## src/rtl/sdram_init_ref.sv

```systemverilog
// SDRAM power-up sequencer (wait, PRECHARGE-all, N x AUTO-REFRESH, MRS)
// followed by a periodic auto-refresh engine with a req/en/done handshake.
module sdram_init_ref #(
  parameter int unsigned CLK_FREQ_MHZ     = 50,
  parameter int unsigned INIT_WAIT_US     = 200,
  parameter int unsigned ADDR_W           = 13,
  parameter int unsigned BA_W             = 2,
  parameter int unsigned TRP_CYC          = 2,
  parameter int unsigned TRFC_CYC         = 7,
  parameter int unsigned TMRD_CYC         = 2,
  parameter int unsigned INIT_REF_NUM     = 8,
  parameter int unsigned CAS_LAT          = 3,
  parameter int unsigned BURST_CODE       = 3,
  parameter int unsigned WB_SINGLE        = 0,
  parameter int unsigned REF_INTERVAL_CYC = 390
) (
  input  logic              i_clk,
  input  logic              i_rst_n,
  output logic [3:0]        o_cmd,
  output logic [ADDR_W-1:0] o_addr,
  output logic [BA_W-1:0]   o_ba,
  output logic              o_flag_init_end,
  output logic              o_ref_req,
  input  logic              i_ref_en,
  output logic              o_ref_done,
  output logic              o_ref_overrun
);

  localparam int unsigned WAIT_CYC = INIT_WAIT_US * CLK_FREQ_MHZ;
  localparam int unsigned MAX_A    = (WAIT_CYC > TRFC_CYC) ? WAIT_CYC : TRFC_CYC;
  localparam int unsigned MAX_B    = (TRP_CYC > TMRD_CYC) ? TRP_CYC : TMRD_CYC;
  localparam int unsigned MAX_T    = (MAX_A > MAX_B) ? MAX_A : MAX_B;
  localparam int unsigned CNT_W    = $clog2(MAX_T + 1);
  localparam int unsigned RI_W     = $clog2(REF_INTERVAL_CYC + 1);
  localparam int unsigned REFN_W   = $clog2(INIT_REF_NUM + 1);

  localparam logic [3:0] CMD_NOP  = 4'b0111;
  localparam logic [3:0] CMD_PRE  = 4'b0010;
  localparam logic [3:0] CMD_AREF = 4'b0001;
  localparam logic [3:0] CMD_MRS  = 4'b0000;

  localparam logic [9:0] MODE_BITS = {1'(WB_SINGLE), 2'b00, 3'(CAS_LAT), 1'b0, 3'(BURST_CODE)};
  localparam logic [ADDR_W-1:0] MRS_VAL  = ADDR_W'(MODE_BITS);
  localparam logic [ADDR_W-1:0] PRE_ADDR = ADDR_W'(11'h400);

  typedef enum logic [3:0] {
    S_WAIT, S_PRE, S_TRP, S_AREF, S_TRFC, S_MRS, S_TMRD,
    S_IDLE, S_RPRE, S_RTRP, S_RAREF, S_RTRFC
  } state_t;

  state_t              r_state, w_state_nxt;
  logic [CNT_W-1:0]    r_cnt;
  logic [REFN_W-1:0]   r_aref_cnt;
  logic [RI_W-1:0]     r_icnt;
  logic [3:0]          r_cmd, w_cmd_nxt;
  logic [ADDR_W-1:0]   r_addr, w_addr_nxt;
  logic                r_flag, r_ref_req, r_done, r_ovr;
  logic                w_cnt_clr, w_aref_inc, w_init_done, w_grant, w_done, w_wrap;

  // Next-state, spacing-counter control and the command to register
  always_comb begin
    w_state_nxt = r_state;
    w_cnt_clr   = 1'b0;
    w_aref_inc  = 1'b0;
    w_init_done = 1'b0;
    w_grant     = 1'b0;
    w_done      = 1'b0;
    w_cmd_nxt   = CMD_NOP;
    w_addr_nxt  = '0;
    w_wrap      = r_flag && (r_icnt == RI_W'(REF_INTERVAL_CYC - 1));
    case (r_state)
      S_WAIT: if (r_cnt == CNT_W'(WAIT_CYC)) begin
        w_state_nxt = S_PRE;
        w_cnt_clr   = 1'b1;
      end
      S_PRE, S_TRP: if (r_cnt == CNT_W'(TRP_CYC - 1)) begin
        w_state_nxt = S_AREF;
        w_cnt_clr   = 1'b1;
        w_aref_inc  = 1'b1;
      end else begin
        w_state_nxt = S_TRP;
      end
      S_AREF, S_TRFC: if (r_cnt == CNT_W'(TRFC_CYC - 1)) begin
        w_cnt_clr = 1'b1;
        if (r_aref_cnt == REFN_W'(INIT_REF_NUM)) begin
          w_state_nxt = S_MRS;
        end else begin
          w_state_nxt = S_AREF;
          w_aref_inc  = 1'b1;
        end
      end else begin
        w_state_nxt = S_TRFC;
      end
      S_MRS, S_TMRD: if (r_cnt == CNT_W'(TMRD_CYC - 1)) begin
        w_state_nxt = S_IDLE;
        w_init_done = 1'b1;
      end else begin
        w_state_nxt = S_TMRD;
      end
      S_IDLE: if (r_ref_req && i_ref_en) begin
        w_state_nxt = S_RPRE;
        w_cnt_clr   = 1'b1;
        w_grant     = 1'b1;
      end
      S_RPRE, S_RTRP: if (r_cnt == CNT_W'(TRP_CYC - 1)) begin
        w_state_nxt = S_RAREF;
        w_cnt_clr   = 1'b1;
      end else begin
        w_state_nxt = S_RTRP;
      end
      S_RAREF, S_RTRFC: if (r_cnt == CNT_W'(TRFC_CYC - 1)) begin
        w_state_nxt = S_IDLE;
        w_cnt_clr   = 1'b1;
        w_done      = 1'b1;
      end else begin
        w_state_nxt = S_RTRFC;
      end
      default: w_state_nxt = S_WAIT;
    endcase
    case (w_state_nxt)
      S_PRE, S_RPRE: begin
        w_cmd_nxt  = CMD_PRE;
        w_addr_nxt = PRE_ADDR;
      end
      S_AREF, S_RAREF: w_cmd_nxt = CMD_AREF;
      S_MRS: begin
        w_cmd_nxt  = CMD_MRS;
        w_addr_nxt = MRS_VAL;
      end
      default: w_cmd_nxt = CMD_NOP;
    endcase
  end

  always_ff @(posedge i_clk) begin
    if (!i_rst_n) begin
      r_state    <= S_WAIT;
      r_cnt      <= '0;
      r_aref_cnt <= '0;
    end else begin
      r_state <= w_state_nxt;
      if (w_cnt_clr) begin
        r_cnt <= '0;
      end else if (r_state != S_IDLE) begin
        r_cnt <= r_cnt + CNT_W'(1);
      end
      if (w_aref_inc) begin
        r_aref_cnt <= r_aref_cnt + REFN_W'(1);
      end
    end
  end

  // Output registers and refresh-interval bookkeeping; a wrap beats a grant clear
  always_ff @(posedge i_clk) begin
    if (!i_rst_n) begin
      r_cmd     <= CMD_NOP;
      r_addr    <= '0;
      r_flag    <= 1'b0;
      r_ref_req <= 1'b0;
      r_done    <= 1'b0;
      r_ovr     <= 1'b0;
      r_icnt    <= '0;
    end else begin
      r_cmd  <= w_cmd_nxt;
      r_addr <= w_addr_nxt;
      r_done <= w_done;
      if (w_init_done) begin
        r_flag <= 1'b1;
      end
      if (!r_flag || w_wrap) begin
        r_icnt <= '0;
      end else begin
        r_icnt <= r_icnt + RI_W'(1);
      end
      if (w_wrap) begin
        r_ref_req <= 1'b1;
        if (r_ref_req && !w_grant) begin
          r_ovr <= 1'b1;
        end
      end else if (w_grant) begin
        r_ref_req <= 1'b0;
      end
    end
  end

  assign o_cmd           = r_cmd;
  assign o_addr          = r_addr;
  assign o_ba            = '0;
  assign o_flag_init_end = r_flag;
  assign o_ref_req       = r_ref_req;
  assign o_ref_done      = r_done;
  assign o_ref_overrun   = r_ovr;

endmodule

```

## config.mk

```make
export PLATFORM = sky130hd
export DESIGN_NAME = sdram_init_ref
export DESIGN_NICKNAME = d
export VERILOG_FILES = /design/src/rtl/sdram_init_ref.sv
export SDC_FILE = /design/constraint.sdc
export NUM_CORES = 1
export LEC_CHECK = 0
export ABC_AREA = 1
export CAP_MARGIN = 15
export CELL_PAD_IN_SITES_DETAIL_PLACEMENT = 1
export CELL_PAD_IN_SITES_GLOBAL_PLACEMENT = 1
export CORE_ASPECT_RATIO = 0.9
export CORE_UTILIZATION = 40
export CTS_CLUSTER_SIZE = 30
export DETAILED_ROUTE_END_ITERATION = 8
export PLACE_DENSITY_LB_ADDON = 0.1
export SYNTH_ARGS = -nofsm -noshare
export SYNTH_HDL_FRONTEND = slang
export SYNTH_SLANG_ARGS = --single-unit
```

## constraint.sdc

```tcl
create_clock -name i_clk -period 1.8 [get_ports i_clk]
set_input_delay 0.45 -clock i_clk [delete_from_list [all_inputs] [get_ports i_clk]]
set_output_delay 0.45 -clock i_clk [all_outputs]
set_load 0.02 [all_outputs]
```

==> impl_metrics.env, run 1 <==
export IMPL_status="complete, no violations"
export IMPL_grt_pass1_wl_um=8150
export IMPL_cp_slowest_stage_delay_ns=0.62
export IMPL_finalInstanceArea_um2=2470
export IMPL_clock_sink_count=40
export IMPL_postCtsHoldBufs=0
export IMPL_finalCritPeriodShare=0.960
export IMPL_crit_path_cell_trace="clkdlybuf4s50_1"
export IMPL_cts_tree="built"
export IMPL_report_final_slew_viol_count=0
export IMPL_hp_class="reg -> reg"
export IMPL_max_freq_mhz=579
export IMPL_reg2reg_depth=9
export IMPL_end_kind="output port"
export IMPL_wirelength_um=4710
export IMPL_required_ns=1.35
export IMPL_final_nets=334
export IMPL_clk_latency_ns=0.30
export IMPL_die_h_um=71.3
export IMPL_start_util=0.428
export IMPL_antenna_cells=0
export IMPL_drc=0
export IMPL_avgSynthCellArea_um2=7.06
export IMPL_ys_seq_area_frac=0.376
export IMPL_synthToLayoutAreaGrowth_pct=15.7
export IMPL_drt_iter0_markers=43
export IMPL_leakage_nw=1.08
export IMPL_track_usage=0.187
export IMPL_die_area_um2=5630
export IMPL_setup_viol=0
export IMPL_vias_per_cell=4.76
export IMPL_antenna_found_initial=0
export IMPL_first_pass_iters=4
export IMPL_rr_endpoint="r_cnt[11]"
export IMPL_vias=1851
export IMPL_maxCapViolations=0
export IMPL_cts_root_buf="clkbuf_8"
export IMPL_cts_buffers=5
export IMPL_cp_arrival_ns=1.28
export IMPL_core_area_um2=4980
export IMPL_fillers=675
export IMPL_power_density_nw_per_um2=726
export IMPL_ys_ff_latch=40
export IMPL_gp_congestion=0.805
export IMPL_grt_max_degree=15
export IMPL_hold_depth=2
export IMPL_yosys_warnings=0
export IMPL_clock_path_buffers=2
export IMPL_cpMaxStageDelayCell="clkdlybuf4s50_1"
export IMPL_period_minus_slack_ns=1.73
export IMPL_start_kind="flip-flop"
export IMPL_io_buffers=14
export IMPL_layout_drive_gt1_share=0.139
export IMPL_hold_viol_final=0
export IMPL_fin_skew_ns=0.00749
export IMPL_peakVddDrop_mv=0.432
export IMPL_synth_cell_types=27
export IMPL_synth_area_um2=2130
export IMPL_place_area_um2=2310
export IMPL_crit_buf_inv=1
export IMPL_htree_levels=2
export IMPL_r2r_start="r_state[1]"
export IMPL_critPathKind="reg -> out"
export IMPL_synth_cells=302
export IMPL_grt_pass1_vias=1767
export IMPL_die_x_um=79.0
export IMPL_gr_total_overflow=0
export IMPL_pin_count=26
export IMPL_rrSetupSlack_ns=0.15
export IMPL_power_total_mw=1.79
export IMPL_drtAntennaViolNets=0
export IMPL_worstHoldStart="o_ref_overrun"
export IMPL_rsz0062_at_grt="true"
export IMPL_post_drt_wl_per_cell_um=12.1
export IMPL_cp_max_fo=4
export IMPL_rows=24
export IMPL_path_delay_family="buffers and inverters"
export IMPL_clk_pin_slew_ns=0.08
export IMPL_min_to="o_ref_overrun"
export IMPL_hpwl_um=3620
-- cells in the final DEF (no fill, tap or decap), types with 2 or more instances in the layout --
cell / Yosys / layout
nand3_2: 2 / 3
conb_1: 1 / 11
clkbuf_8: 0 / 6
nor3b_1: 3 / 3
nor2_2: 7 / 5
nor2_4: 1 / 5
dfxtp_2: 0 / 5
clkinv_2: 0 / 2
ha_1: 8 / 8
nor3_1: 8 / 8
nand3_1: 26 / 25
inv_2: 2 / 4
o21ai_0: 5 / 5
dlymetal6s2s_1: 0 / 2
nor2_1: 48 / 46
dfxtp_1: 40 / 35
xor2_1: 7 / 7
nand2_1: 58 / 56
nand4_1: 5 / 5
inv_1: 39 / 37
buf_4: 14 / 6
a21oi_1: 13 / 13
xnor2_1: 4 / 4
clkdlybuf4s50_1: 0 / 12
nand2_2: 3 / 4
-- worst max-delay path by stage --
stage               startpoint        end  slack [ns]  cells past startpoint
CTS                   r_cnt[0]   o_cmd[2]       0.001                     11
global placement      i_ref_en   o_cmd[2]       -0.05                     12
global route          r_cnt[0]   o_cmd[2]      -0.009                     11
floorplan             r_cnt[0]   o_cmd[0]        0.33                     11
finish               o_addr[5]  o_addr[0]        0.07                      1
detailed placement    i_ref_en   o_cmd[2]       -0.08                     12
-- cells in the mapped netlist (all sizes together) --
master,count,area [um2]
a21oi,15,82.6
buf,16,120
conb,1,3.75
dfxtp,40,801
ha,8,100
inv,41,154
nand2,61,236
nand3,28,150
nand4,5,31.3
nor2,56,235
nor3,9,50.1
nor3b,3,22.5
o21a,1,7.51
o21ai,6,33.8
o21bai,1,7.51
xnor2,4,35.0
xor2,7,61.3
-- where the power goes --
group	switching (mW)	total (mW)	internal [mW]	leakage, nW
Combinational	0.155	0.233	0.0781	0.709
Sequential	0.0226	0.933	0.910	0.325
Clock	0.320	0.626	0.306	0.0510
Total	0.498	1.79	1.29	1.08
-- flip-flops by register name, summed over array words and instances (netlist names) --
signal / cells
r_aref_cnt: 4
r_icnt: 9
o_ref_done: 1
r_state: 4
o_ref_req: 1
o_ref_overrun: 1
o_flag_init_end: 1
o_addr: 2
o_cmd: 3
r_cnt: 14
-- metrics by stage --
stage	setup TNS (ns)	instances	setup WS (ns)	hold slack, ns	utilization
after floorplan	0	312	0.333	0.433	-
after global placement	-0.0939	380	-0.0524	0.448	0.463
after detailed placement	-0.167	380	-0.0793	0.464	0.463
after CTS	0	388	0.00124	0.482	0.482
after global routing	-0.00920	389	-0.00920	0.519	0.495
final	0	389	0.0727	0.473	0.495
-- cell families after synthesis --
| family | Yosys count | synth area share |
|---|---|---|
| and+or+nand+nor | 162 | 0.340 |
| buffers and inverters | 57 | 0.129 |
| DFF | 40 | 0.376 |
| AOI/OAI and AO/OA | 23 | 0.0616 |
| xor gates and xnor gates | 11 | 0.0452 |
| adders and majority gates | 8 | 0.0470 |
| other | 1 | 0.00176 |
-- timing repair --
| action | CTS | global route |
|---|---|---|
| setup endpoints to repair | 0 | 22 |
| setup buffers | 0 | 1 |
| gates resized for setup | 0 | 20 |
-- metal layers --
layer	track usage	part of all wire	up-vias
li1	-	-	963
met1	0.250	0.50	856
met2	0.297	0.46	25
met3	0.0446	0.027	7
met4	0.0606	0.013	0
met5	0	0	-
-- area by class of cell --
| class | instances | area, um2 | share of cell area |
|---|---|---|---|
| multi-input combinational | 215 | 1140 | 0.463 |
| sequential | 40 | 807 | 0.327 |
| timing repair buffer | 20 | 190 | 0.0771 |
| inverter | 41 | 154 | 0.0624 |
| clock buffer | 6 | 82.6 | 0.0335 |
| tap | 65 | 81.3 | 0.0330 |
| clock inverter | 2 | 10.0 | 0.00406 |
(Power assumes the default switching activity.)
==> run 2, diff against run 1 <==
--- a/config.mk
+++ b/config.mk
@@ -6,7 +6,6 @@
 export NUM_CORES = 1
 export LEC_CHECK = 0
 export ABC_AREA = 1
-export CAP_MARGIN = 15
 export CELL_PAD_IN_SITES_DETAIL_PLACEMENT = 1
 export CELL_PAD_IN_SITES_GLOBAL_PLACEMENT = 1
 export CORE_ASPECT_RATIO = 0.9
==> results of run 2 <==
The final DEF is identical to that of run 1; final timing and power are the same.
==> run 3, diff against run 2 <==
--- a/config.mk
+++ b/config.mk
@@ -9,7 +9,8 @@
 export CELL_PAD_IN_SITES_DETAIL_PLACEMENT = 1
 export CELL_PAD_IN_SITES_GLOBAL_PLACEMENT = 1
 export CORE_ASPECT_RATIO = 0.9
-export CORE_UTILIZATION = 40
+export CORE_UTILIZATION = 41
+export CTS_BUF_LIST = sky130_fd_sc_hd__clkbuf_8
 export CTS_CLUSTER_SIZE = 30
 export DETAILED_ROUTE_END_ITERATION = 8
 export PLACE_DENSITY_LB_ADDON = 0.1
==> impl_metrics.env, run 3 (synthesis gave the netlist of run 1 again) <==
export IMPL_status="complete, no violations"
export IMPL_grt_pass1_vias=1860
export IMPL_rrSetupSlack_ns=0.14
export IMPL_grt_max_degree=15
export IMPL_met2_usage=0.314
export IMPL_first_pass_iters=4
export IMPL_mostFrequentLayoutCells="nand2_1 (56), nor2_1 (46), dfxtp_1 (40)"
export IMPL_die_x_um=78.0
export IMPL_post_place_ws_ns=-0.0724
export IMPL_worst_hold_slack_ns=0.474
export IMPL_start_kind="flip-flop"
export IMPL_vias_per_cell=4.80
export IMPL_grt_busiest_layer="met2"
export IMPL_power_density_nw_per_um2=726
export IMPL_vias=1869
export IMPL_max_freq_mhz=579
export IMPL_die_h_um=70.4
export IMPL_finalCritPeriodShare=0.960
export IMPL_ctsResizeCount=0
export IMPL_cp_depth=1
export IMPL_largest_reg_flops=14
export IMPL_power_total_mw=1.78
export IMPL_final_cells=389
export IMPL_grt_use_met3=0.0418
export IMPL_critPathLaunch="o_addr[5]"
export IMPL_peakVddDrop_mv=0.419
export IMPL_drc=0
export IMPL_clk_latency_ns=0.29
export IMPL_pin_count=26
export IMPL_cpMaxStageDelayCell="clkdlybuf4s50_1"
export IMPL_io_buffers=14
export IMPL_track_usage=0.190
export IMPL_gp_congestion=0.792
export IMPL_path_delay_family="buffers and inverters"
export IMPL_critPathCapture="o_addr[4]"
export IMPL_core_area_um2=4920
export IMPL_maxCapViolations=0
export IMPL_period_minus_slack_ns=1.73
export IMPL_rows=24
export IMPL_gr_total_overflow=0
export IMPL_clock_path_buffers=2
export IMPL_final_nets=334
export IMPL_setup_viol=0
export IMPL_cp_arrival_ns=1.28
export IMPL_cts_buffers=5
export IMPL_cts_root_buf="clkbuf_8"
export IMPL_clock_sink_count=40
export IMPL_utilization=0.498
export IMPL_reg2reg_depth=11
export IMPL_critPathKind="reg -> out"
export IMPL_postCtsSetupRepairBufs=0
export IMPL_layout_drive_gt1_share=0.114
export IMPL_leakage_nw=1.08
export IMPL_start_util=0.433
export IMPL_crit_path_cell_trace="clkdlybuf4s50_1"
export IMPL_reg_largest_list="r_cnt (14), r_icnt (9)"
export IMPL_final_common_cell="nand2_1"
export IMPL_end_kind="output port"
export IMPL_drt_iter0_markers=60
export IMPL_die_area_um2=5490
export IMPL_postCtsHoldBufs=0
export IMPL_fin_skew_ns=0.00647
export IMPL_synthToLayoutAreaGrowth_pct=15.0
export IMPL_hold_viol_final=0
export IMPL_cts_tree="built"
export IMPL_fillers=662
export IMPL_drtAntennaViolNets=0
export IMPL_cp_max_fo=4
export IMPL_grt_pass1_wl_um=8310
export IMPL_cp_slowest_stage_delay_ns=0.62
export IMPL_post_drt_wl_per_cell_um=12.3
export IMPL_required_ns=1.35
export IMPL_clk_pin_slew_ns=0.08
export IMPL_report_final_slew_viol_count=0
export IMPL_hp_class="reg -> reg"
export IMPL_dp_cells=381
export IMPL_antenna_found_initial=0
export IMPL_hpwl_um=3630
export IMPL_wirelength_um=4770
export IMPL_rr_endpoint="o_cmd[2]"
export IMPL_crit_buf_inv=1
export IMPL_rsz0062_at_grt="true"
export IMPL_antenna_cells=0
export IMPL_regMostFlops="r_cnt"
export IMPL_met1_usage=0.251
export IMPL_r2r_start="r_cnt[0]"
export IMPL_htree_levels=2
export IMPL_timing_final_ws_setup_ns=0.0726
==> run 3: report_power, final <==
| group | total [mW] | switching (mW) | internal, mW |
|---|---|---|---|
| Clock | 0.620 | 0.314 | 0.306 |
| Combinational | 0.231 | 0.154 | 0.0762 |
| Sequential | 0.929 | 0.0199 | 0.909 |
==> run 3: metal layers <==
metal | vias up | part of all wire | routed length (um)
met1 | 876 | 0.49 | 2330
met2 | 28 | 0.47 | 2260
met3 | 5 | 0.031 | 148
met4 | 0 | 0.0084 | 40
li1 | 960 | - | -
met5 | - | 0 | 0
==> run 3: metrics by stage <==
| stage | area, um2 | TNS (ns) |
|---|---|---|
| after floorplan | 2170 | 0 |
| after global placement | 2320 | -0.0865 |
| after detailed placement | 2320 | -0.171 |
| after CTS | 2410 | 0 |
| after global routing | 2450 | -0.000155 |
| final | 2450 | 0 |
==> run 3: final cells by class <==
| class | instances | area [um2] | area share |
|---|---|---|---|
| Clock buffer | 6 | 82.6 | 0.0337 |
| Tap cell | 65 | 81.3 | 0.0332 |
| Inverter | 41 | 154 | 0.0628 |
| Clock inverter | 2 | 10.0 | 0.00408 |
| Sequential cell | 40 | 801 | 0.327 |
| Timing Repair Buffer | 20 | 190 | 0.0776 |
| Multi-Input combinational cell | 215 | 1130 | 0.462 |
==> run 3: tightest hold or removal path, stage by stage (launching register included) <==
cell and delay [ns]:
dfxtp_1 0.33, nor2_1 0.05, nor2_1 0.07
==> run 3: worst min-delay path by stage <==
stage | startpoint | to | slack [ns] | depth (start not counted)
after global routing | r_icnt[0] | r_icnt[0] | 0.52 | 1
after global placement | r_icnt[0] | r_icnt[0] | 0.45 | 1
after detailed placement | o_ref_overrun | o_ref_overrun | 0.46 | 2
after CTS | o_ref_overrun | o_ref_overrun | 0.48 | 2
after floorplan | r_icnt[0] | r_icnt[0] | 0.43 | 1
final | o_ref_overrun | o_ref_overrun | 0.47 | 2
